<file path="src/rtl/pmbist_march_sequencer_pkg.sv">
// Shared definitions for the PMBIST march-element sequencer: instruction layout,
// addressing-mode codes and FSM state encoding.
package pmbist_march_sequencer_pkg;

  localparam int INSTR_W = 22;

  // Bit positions of each field in the scan word, MSB first.
  localparam int UPDWN_BIT = 21;
  localparam int OP_LSB    = 17;
  localparam int POL_LSB   = 13;
  localparam int NO_LSB    = 11;
  localparam int DATA_LSB  = 3;
  localparam int W_BIT     = 2;
  localparam int ADMD_LSB  = 0;

  localparam logic [1:0] ADMD_ALL    = 2'd0;
  localparam logic [1:0] ADMD_EVEN   = 2'd1;
  localparam logic [1:0] ADMD_ODD    = 2'd2;
  localparam logic [1:0] ADMD_SINGLE = 2'd3;

  // Packed so the struct layout matches the bit positions above exactly.
  typedef struct packed {
    logic       updwn;
    logic [3:0] op;
    logic [3:0] pol;
    logic [1:0] no;
    logic [7:0] data;
    logic       w;
    logic [1:0] admd;
  } instr_t;

  typedef enum logic [2:0] {
    ST_IDLE  = 3'd0,
    ST_RUN   = 3'd1,
    ST_WAIT  = 3'd2,
    ST_DRAIN = 3'd3,
    ST_DONE  = 3'd4
  } state_e;

endpackage

</file>
<file path="src/rtl/pmbist_march_sequencer_addr_gen.sv">
// March address generator: walks the tested address range up or down with a
// stride set by the addressing mode, flagging the final address of the walk.
module pmbist_addr_gen
  import pmbist_march_sequencer_pkg::*;
#(
  parameter int ADDR_W = 8,
  parameter int DEPTH  = 256
) (
  input  logic              clk,
  input  logic              rst,
  input  logic              load_i,
  input  logic              step_i,
  input  logic              updwn_i,
  input  logic [1:0]        admd_i,
  output logic [ADDR_W-1:0] addr_o,
  output logic              last_o
);

  localparam int HI_ALL_I  = DEPTH - 1;
  localparam int HI_EVEN_I = ((DEPTH - 1) / 2) * 2;
  localparam int HI_ODD_I  = (((DEPTH - 1) % 2) == 1) ? (DEPTH - 1) : (DEPTH - 2);

  localparam logic [ADDR_W-1:0] HI_ALL  = ADDR_W'(HI_ALL_I);
  localparam logic [ADDR_W-1:0] HI_EVEN = ADDR_W'(HI_EVEN_I);
  localparam logic [ADDR_W-1:0] HI_ODD  = ADDR_W'(HI_ODD_I);

  logic [ADDR_W-1:0] addr_q;
  logic [ADDR_W-1:0] lo, hi, inc, first, final_addr;

  always_comb begin
    lo  = '0;
    hi  = '0;
    inc = ADDR_W'(1);
    case (admd_i)
      ADMD_ALL:  begin lo = '0;          hi = HI_ALL;  inc = ADDR_W'(1); end
      ADMD_EVEN: begin lo = '0;          hi = HI_EVEN; inc = ADDR_W'(2); end
      ADMD_ODD:  begin lo = ADDR_W'(1);  hi = HI_ODD;  inc = ADDR_W'(2); end
      default:   begin lo = '0;          hi = '0;      inc = ADDR_W'(1); end
    endcase
    first      = updwn_i ? hi : lo;
    final_addr = updwn_i ? lo : hi;
  end

  always_ff @(posedge clk) begin
    if (rst) begin
      addr_q <= '0;
    end else if (load_i) begin
      addr_q <= first;
    end else if (step_i) begin
      addr_q <= updwn_i ? (addr_q - inc) : (addr_q + inc);
    end
  end

  assign addr_o = addr_q;
  assign last_o = (addr_q == final_addr);

endmodule

</file>
<file path="src/rtl/pmbist_march_sequencer.sv">
// Executes one march element against a single-port SRAM: sequences addresses and
// ops, drives polarity-adjusted background data and checks read data one cycle later.
module pmbist_march_sequencer
  import pmbist_march_sequencer_pkg::*;
#(
  parameter int ADDR_W = 8,
  parameter int DATA_W = 8,
  parameter int DEPTH  = 256
) (
  input  logic               clk,
  input  logic               rst,
  input  logic               ts,
  input  logic [INSTR_W-1:0] scan,
  output logic               mem_en,
  output logic               mem_we,
  output logic [ADDR_W-1:0]  mem_addr,
  output logic [DATA_W-1:0]  mem_wdata,
  input  logic [DATA_W-1:0]  mem_rdata,
  output logic               busy,
  output logic               done,
  output logic               passfail,
  output logic [ADDR_W-1:0]  fail_addr
);

  state_e            state_q, state_d;
  instr_t            instr_q, instr_d;
  logic [1:0]        op_q, op_d;
  logic              accept;
  logic              gen_load, gen_step, gen_last;
  logic [ADDR_W-1:0] gen_addr;

  logic              mem_en_q, mem_we_q;
  logic [DATA_W-1:0] mem_wdata_q;
  logic              busy_q, done_q, passfail_q;
  logic [ADDR_W-1:0] fail_addr_q;

  logic              cmp_vld_q;
  logic [DATA_W-1:0] cmp_exp_q;
  logic [ADDR_W-1:0] cmp_addr_q;

  function automatic logic [DATA_W-1:0] pattern(input instr_t ins, input logic [1:0] k);
    return {(DATA_W/8){ins.data ^ {8{ins.pol[k]}}}};
  endfunction

  pmbist_addr_gen #(
    .ADDR_W (ADDR_W),
    .DEPTH  (DEPTH)
  ) u_addr_gen (
    .clk     (clk),
    .rst     (rst),
    .load_i  (gen_load),
    .step_i  (gen_step),
    .updwn_i (instr_d.updwn),
    .admd_i  (instr_d.admd),
    .addr_o  (gen_addr),
    .last_o  (gen_last)
  );

  assign accept = (state_q == ST_IDLE) && ts;

  always_comb begin
    state_d  = state_q;
    instr_d  = instr_q;
    op_d     = op_q;
    gen_load = 1'b0;
    gen_step = 1'b0;
    case (state_q)
      ST_IDLE: begin
        if (ts) begin
          state_d  = ST_RUN;
          instr_d  = instr_t'(scan);
          op_d     = 2'd0;
          gen_load = 1'b1;
        end
      end
      ST_RUN: begin
        if (op_q == instr_q.no) begin
          op_d = 2'd0;
          if (gen_last) begin
            state_d = ST_DRAIN;
          end else begin
            gen_step = 1'b1;
            state_d  = instr_q.w ? ST_WAIT : ST_RUN;
          end
        end else begin
          op_d = op_q + 2'd1;
        end
      end
      ST_WAIT:  state_d = ST_RUN;
      ST_DRAIN: state_d = ST_DONE;
      ST_DONE:  state_d = ST_IDLE;
      default:  state_d = ST_IDLE;
    endcase
  end

  // Memory strobes are registered from next-state so they line up with gen_addr.
  always_ff @(posedge clk) begin
    if (rst) begin
      state_q     <= ST_IDLE;
      op_q        <= 2'd0;
      mem_en_q    <= 1'b0;
      mem_we_q    <= 1'b0;
      mem_wdata_q <= '0;
      busy_q      <= 1'b0;
      done_q      <= 1'b0;
      passfail_q  <= 1'b1;
      fail_addr_q <= '0;
      cmp_vld_q   <= 1'b0;
    end else begin
      state_q  <= state_d;
      op_q     <= op_d;
      mem_en_q <= (state_d == ST_RUN);
      mem_we_q <= (state_d == ST_RUN) && instr_d.op[op_d];
      if (state_d == ST_RUN) mem_wdata_q <= pattern(instr_d, op_d);
      busy_q    <= (state_d == ST_RUN) || (state_d == ST_WAIT) || (state_d == ST_DRAIN);
      done_q    <= (state_d == ST_DONE);
      cmp_vld_q <= mem_en_q && !mem_we_q;
      if (accept) begin
        passfail_q  <= 1'b1;
        fail_addr_q <= '0;
      end else if (cmp_vld_q && (mem_rdata != cmp_exp_q)) begin
        passfail_q <= 1'b0;
        if (passfail_q) fail_addr_q <= cmp_addr_q;
      end
    end
  end

  // Datapath registers carry no reset; their use is qualified by state/cmp_vld_q.
  always_ff @(posedge clk) begin
    instr_q    <= instr_d;
    cmp_exp_q  <= mem_wdata_q;
    cmp_addr_q <= gen_addr;
  end

  assign mem_en    = mem_en_q;
  assign mem_we    = mem_we_q;
  assign mem_addr  = gen_addr;
  assign mem_wdata = mem_wdata_q;
  assign busy      = busy_q;
  assign done      = done_q;
  assign passfail  = passfail_q;
  assign fail_addr = fail_addr_q;

endmodule

</file>
<file path="config.mk">
export PLATFORM = sky130hd
export DESIGN_NAME = pmbist_march_sequencer
export DESIGN_NICKNAME = d
export VERILOG_FILES = /design/src/rtl/pmbist_march_sequencer_pkg.sv /design/src/rtl/pmbist_march_sequencer_addr_gen.sv /design/src/rtl/pmbist_march_sequencer.sv
export SDC_FILE = /design/constraint.sdc
export NUM_CORES = 1
export LEC_CHECK = 0
export ABC_AREA = 1
export CAP_MARGIN = 20
export CELL_PAD_IN_SITES_DETAIL_PLACEMENT = 1
export CELL_PAD_IN_SITES_GLOBAL_PLACEMENT = 2
export CORE_UTILIZATION = 30
export CTS_BUF_LIST = sky130_fd_sc_hd__clkbuf_4 sky130_fd_sc_hd__clkbuf_8 sky130_fd_sc_hd__clkbuf_16
export CTS_CLUSTER_SIZE = 8
export DETAILED_ROUTE_END_ITERATION = 10
export HOLD_SLACK_MARGIN = 0.03
export PLACE_DENSITY_LB_ADDON = 0.1
export SLEW_MARGIN = 20
export SYNTH_ARGS = -nofsm -noshare
export SYNTH_HDL_FRONTEND = slang
export SYNTH_HIERARCHICAL = 1
export SYNTH_SLANG_ARGS = --single-unit
</file>
<file path="constraint.sdc">
create_clock -name clk -period 7.5 [get_ports clk]
set_input_delay 1.5 -clock clk [delete_from_list [all_inputs] [get_ports clk]]
set_output_delay 1.5 -clock clk [all_outputs]
set_load 0.1 [all_outputs]
</file>
==> reports/metrics.yaml <==
status: "finished clean"
num-fill-cells: 1373
fin_cells: 651
clkLatencyLatePin_ns: 0.33
max_freq_mhz: 217
wire_per_inst_um: 14.0
holdPathStages: 0
antenna_left: 0
rows: 38
cp-start-kind: "primary input"
netlist_area_mm2: 0.00345
grt_max_degree: 25
ys_ff_latch: 73
place_inst: 635
crit_arrival_ns: 4.83
r2r_slack_ns: 4.20
setup_viol: 0
final.period_utilization_pct: 61.4
via_per_inst: 4.60
use_met1_pct: 21.1
worstHoldStart: "mem_wdata[2]$_SDFFE_PP0N_"
synth_cell_types: 40
mostFrequentLayoutCells: "nand2_1, dfxtp_1, inv_1"
place_ws_ns: 2.48
drv_slew: 0
multiInputGateArea_mm2: 0.00159
syn_area_per_cell_um2: 7.81
r2r_start: "state_q[2]$_SDFF_PP0_"
track_usage_pct: 16.4
die_w_um: 109
grt_pass1_vias: 3003
synth_cells: 442
cp.required_ns: 7.73
drive_gt1_share_pct: 11.5
initial_core_util_pct: 31.3
path_clk_slew_ns: 0.06
rsz0062_at_grt: "no"
grt.met3_usage_pct: 3.95
ctsRootBufferMaster: "clkbuf_16"
p_leak_nw: 2.01
synth_fp_nets: 486
die_h_um: 109
yosys_warnings: 6
cts_resized: 0
power_density_mw_per_mm2: 340
finalWirelength_mm: 9.11
hold_end: "cmp_exp_q[2]$_DFF_P_"
drt-pass1-iter-count: 4
dieArea_mm2: 0.0119
final-hold-violation-count: 0
via_count: 2994
drtIter0Drc: 99
numCtsBuffers: 9
grt.busiest_layer: "met2"
rr_endpoint: "u_addr_gen/addr_o[1]$_SDFFE_PP0P_"
ir_worst_vdd_mv: 0.197
antenna_found_initial: 0
areaGrowthSynthToFinish_pct: 30.1
globalRoute.totalOverflow: 0
cts_tree: "done"
slew_headroom_pct: 34.6
finalCriticalPeriod_ns: 4.61
grt_first_pass_wirelength_mm: 14.6
ys_seq_area_share_pct: 43.2
n_antenna_cell: 0
fin_total_pwr_w: 0.00153
critPathKind: "in -> reg"
clock_path_buffers: 2
min_path_type: "reg -> reg"
max_cap_violations: 0
drc_errors: 0
postCtsSetupBuffers: 0
crit_path_max_fanout: 24
io_buffers: 61
clock_sinks: 73
htree_levels: 3
core-area_mm2: 0.0110
finClkSkew_ns: 0.00606
worstMarginPinSlew_ns: 0.977
final_nets: 550
pin_count: 62
reg2regPathDepth: 19
place.detailed.hpwl_mm: 6.84
regArea_mm2: 0.00149
mostFrequentLayoutCell: "nand2_1"
tns_ns: 0
cp-end-kind: "flip-flop"
setup_ws_ns: 2.89
gp_congestion: 0.760
use_met2_pct: 26.3
hold_buffers: 0
==> power breakdown <==
group | switching [W] | leakage [nW] | internal (W)
Sequential | 0.0000431 | 0.609 | 0.000461
Combinational | 0.000399 | 1.25 | 0.000169
Clock | 0.000161 | 0.156 | 0.000293
Total | 0.000603 | 2.01 | 0.000923
==> worst max-delay path by stage <==
stage / startpoint / to / slack (ns) / cells past startpoint
after floorplan: ts / mem_wdata[6]$_SDFFE_PP0N_ / 3.80 / 23
after global placement: ts / u_addr_gen/addr_o[1]$_SDFFE_PP0P_ / 2.63 / 19
after detailed placement: ts / u_addr_gen/addr_o[1]$_SDFFE_PP0P_ / 2.48 / 18
after CTS: ts / u_addr_gen/addr_o[1]$_SDFFE_PP0P_ / 2.82 / 18
after global routing: ts / u_addr_gen/addr_o[1]$_SDFFE_PP0P_ / 2.48 / 18
final: ts / u_addr_gen/addr_o[1]$_SDFFE_PP0P_ / 2.89 / 19
==> synthesized netlist by cell type, drive strengths merged <==
cell type / count / area, µm²
or2: 16 / 100
nand4: 4 / 25.0
clkbuf: 1 / 3.75
a21oi: 22 / 114
inv: 79 / 304
fa: 1 / 20.0
o21ai: 34 / 189
xor2: 4 / 35.0
nand3b: 4 / 30.0
nor3: 5 / 30.0
mux2i: 1 / 10.0
a211oi: 1 / 7.51
xnor2: 5 / 43.8
nand3: 47 / 300
a21boi: 1 / 7.51
o31ai: 1 / 7.51
ha: 10 / 125
nor4: 3 / 18.8
dfxtp: 70 / 1400
nor2: 33 / 144
buf: 7 / 60.1
edfxtp: 3 / 90.1
nand2: 86 / 355
o211ai: 3 / 22.5
o22ai: 1 / 6.26
==> area by class of cell <==
class	instances	area share, %
clock inverter	6	1.84
timing repair buffer	61	13.6
clock buffer	10	5.19
sequential	73	33.2
tap	140	3.90
inverter	79	6.77
multi-input combinational	282	35.5
==> metrics by stage <==
step / area, µm² / util [%] / hold slack [ns]
finish: 4490 / 40.7 / 0.368
global route: 4490 / 40.7 / 0.377
CTS: 4490 / 40.7 / 0.373
detailed placement: 4170 / 37.8 / 0.365
global placement: 4170 / 37.8 / 0.364
floorplan: 3450 / - / 0.427
==> sequential cells by signal, summed over array words and instances (netlist names), 2 cells and up <==
register / flops
u_addr_gen/addr_o: 8
mem_wdata: 8
instr_q: 22
cmp_exp_q: 8
cmp_addr_q: 8
state_q: 3
fail_addr: 8
op_q: 2
==> cells by family (layout without fill, tap and decap cells) <==
logic type / after synthesis / after routing / share of synthesized area, %
simple gates: 198 / 198 / 29.1
buf+inv: 87 / 156 / 10.7
flops: 73 / 73 / 43.2
compound gates: 63 / 63 / 10.3
fa+ha+maj: 11 / 11 / 4.21
xor+xnor: 9 / 9 / 2.28
mux: 1 / 1 / 0.290
==> routing by layer <==
layer | share of wire (%) | wire (µm)
met1 | 49 | 4420
met2 | 46 | 4160
met3 | 4.3 | 392
met4 | 1.5 | 136
met5 | 0 | 0
==> worst max-delay path, cell delays in order <==
cell and delay [ns]:
clkdlybuf4s50_1 0.65, nand3_4 0.32, inv_4 0.34, nand2_1 0.09
nand2_1 0.11, inv_1 0.07, ha_1 0.23, nor2_1 0.16
o22ai_1 0.11, xor2_1 0.15, nand2_1 0.07, inv_1 0.05
nor3_1 0.25, or2_1 0.34, nand2_4 0.09, inv_4 0.09
o21ai_1 0.07, o211ai_1 0.08, inv_1 0.05
No activity file was read; power rests on OpenSTA's default activity.
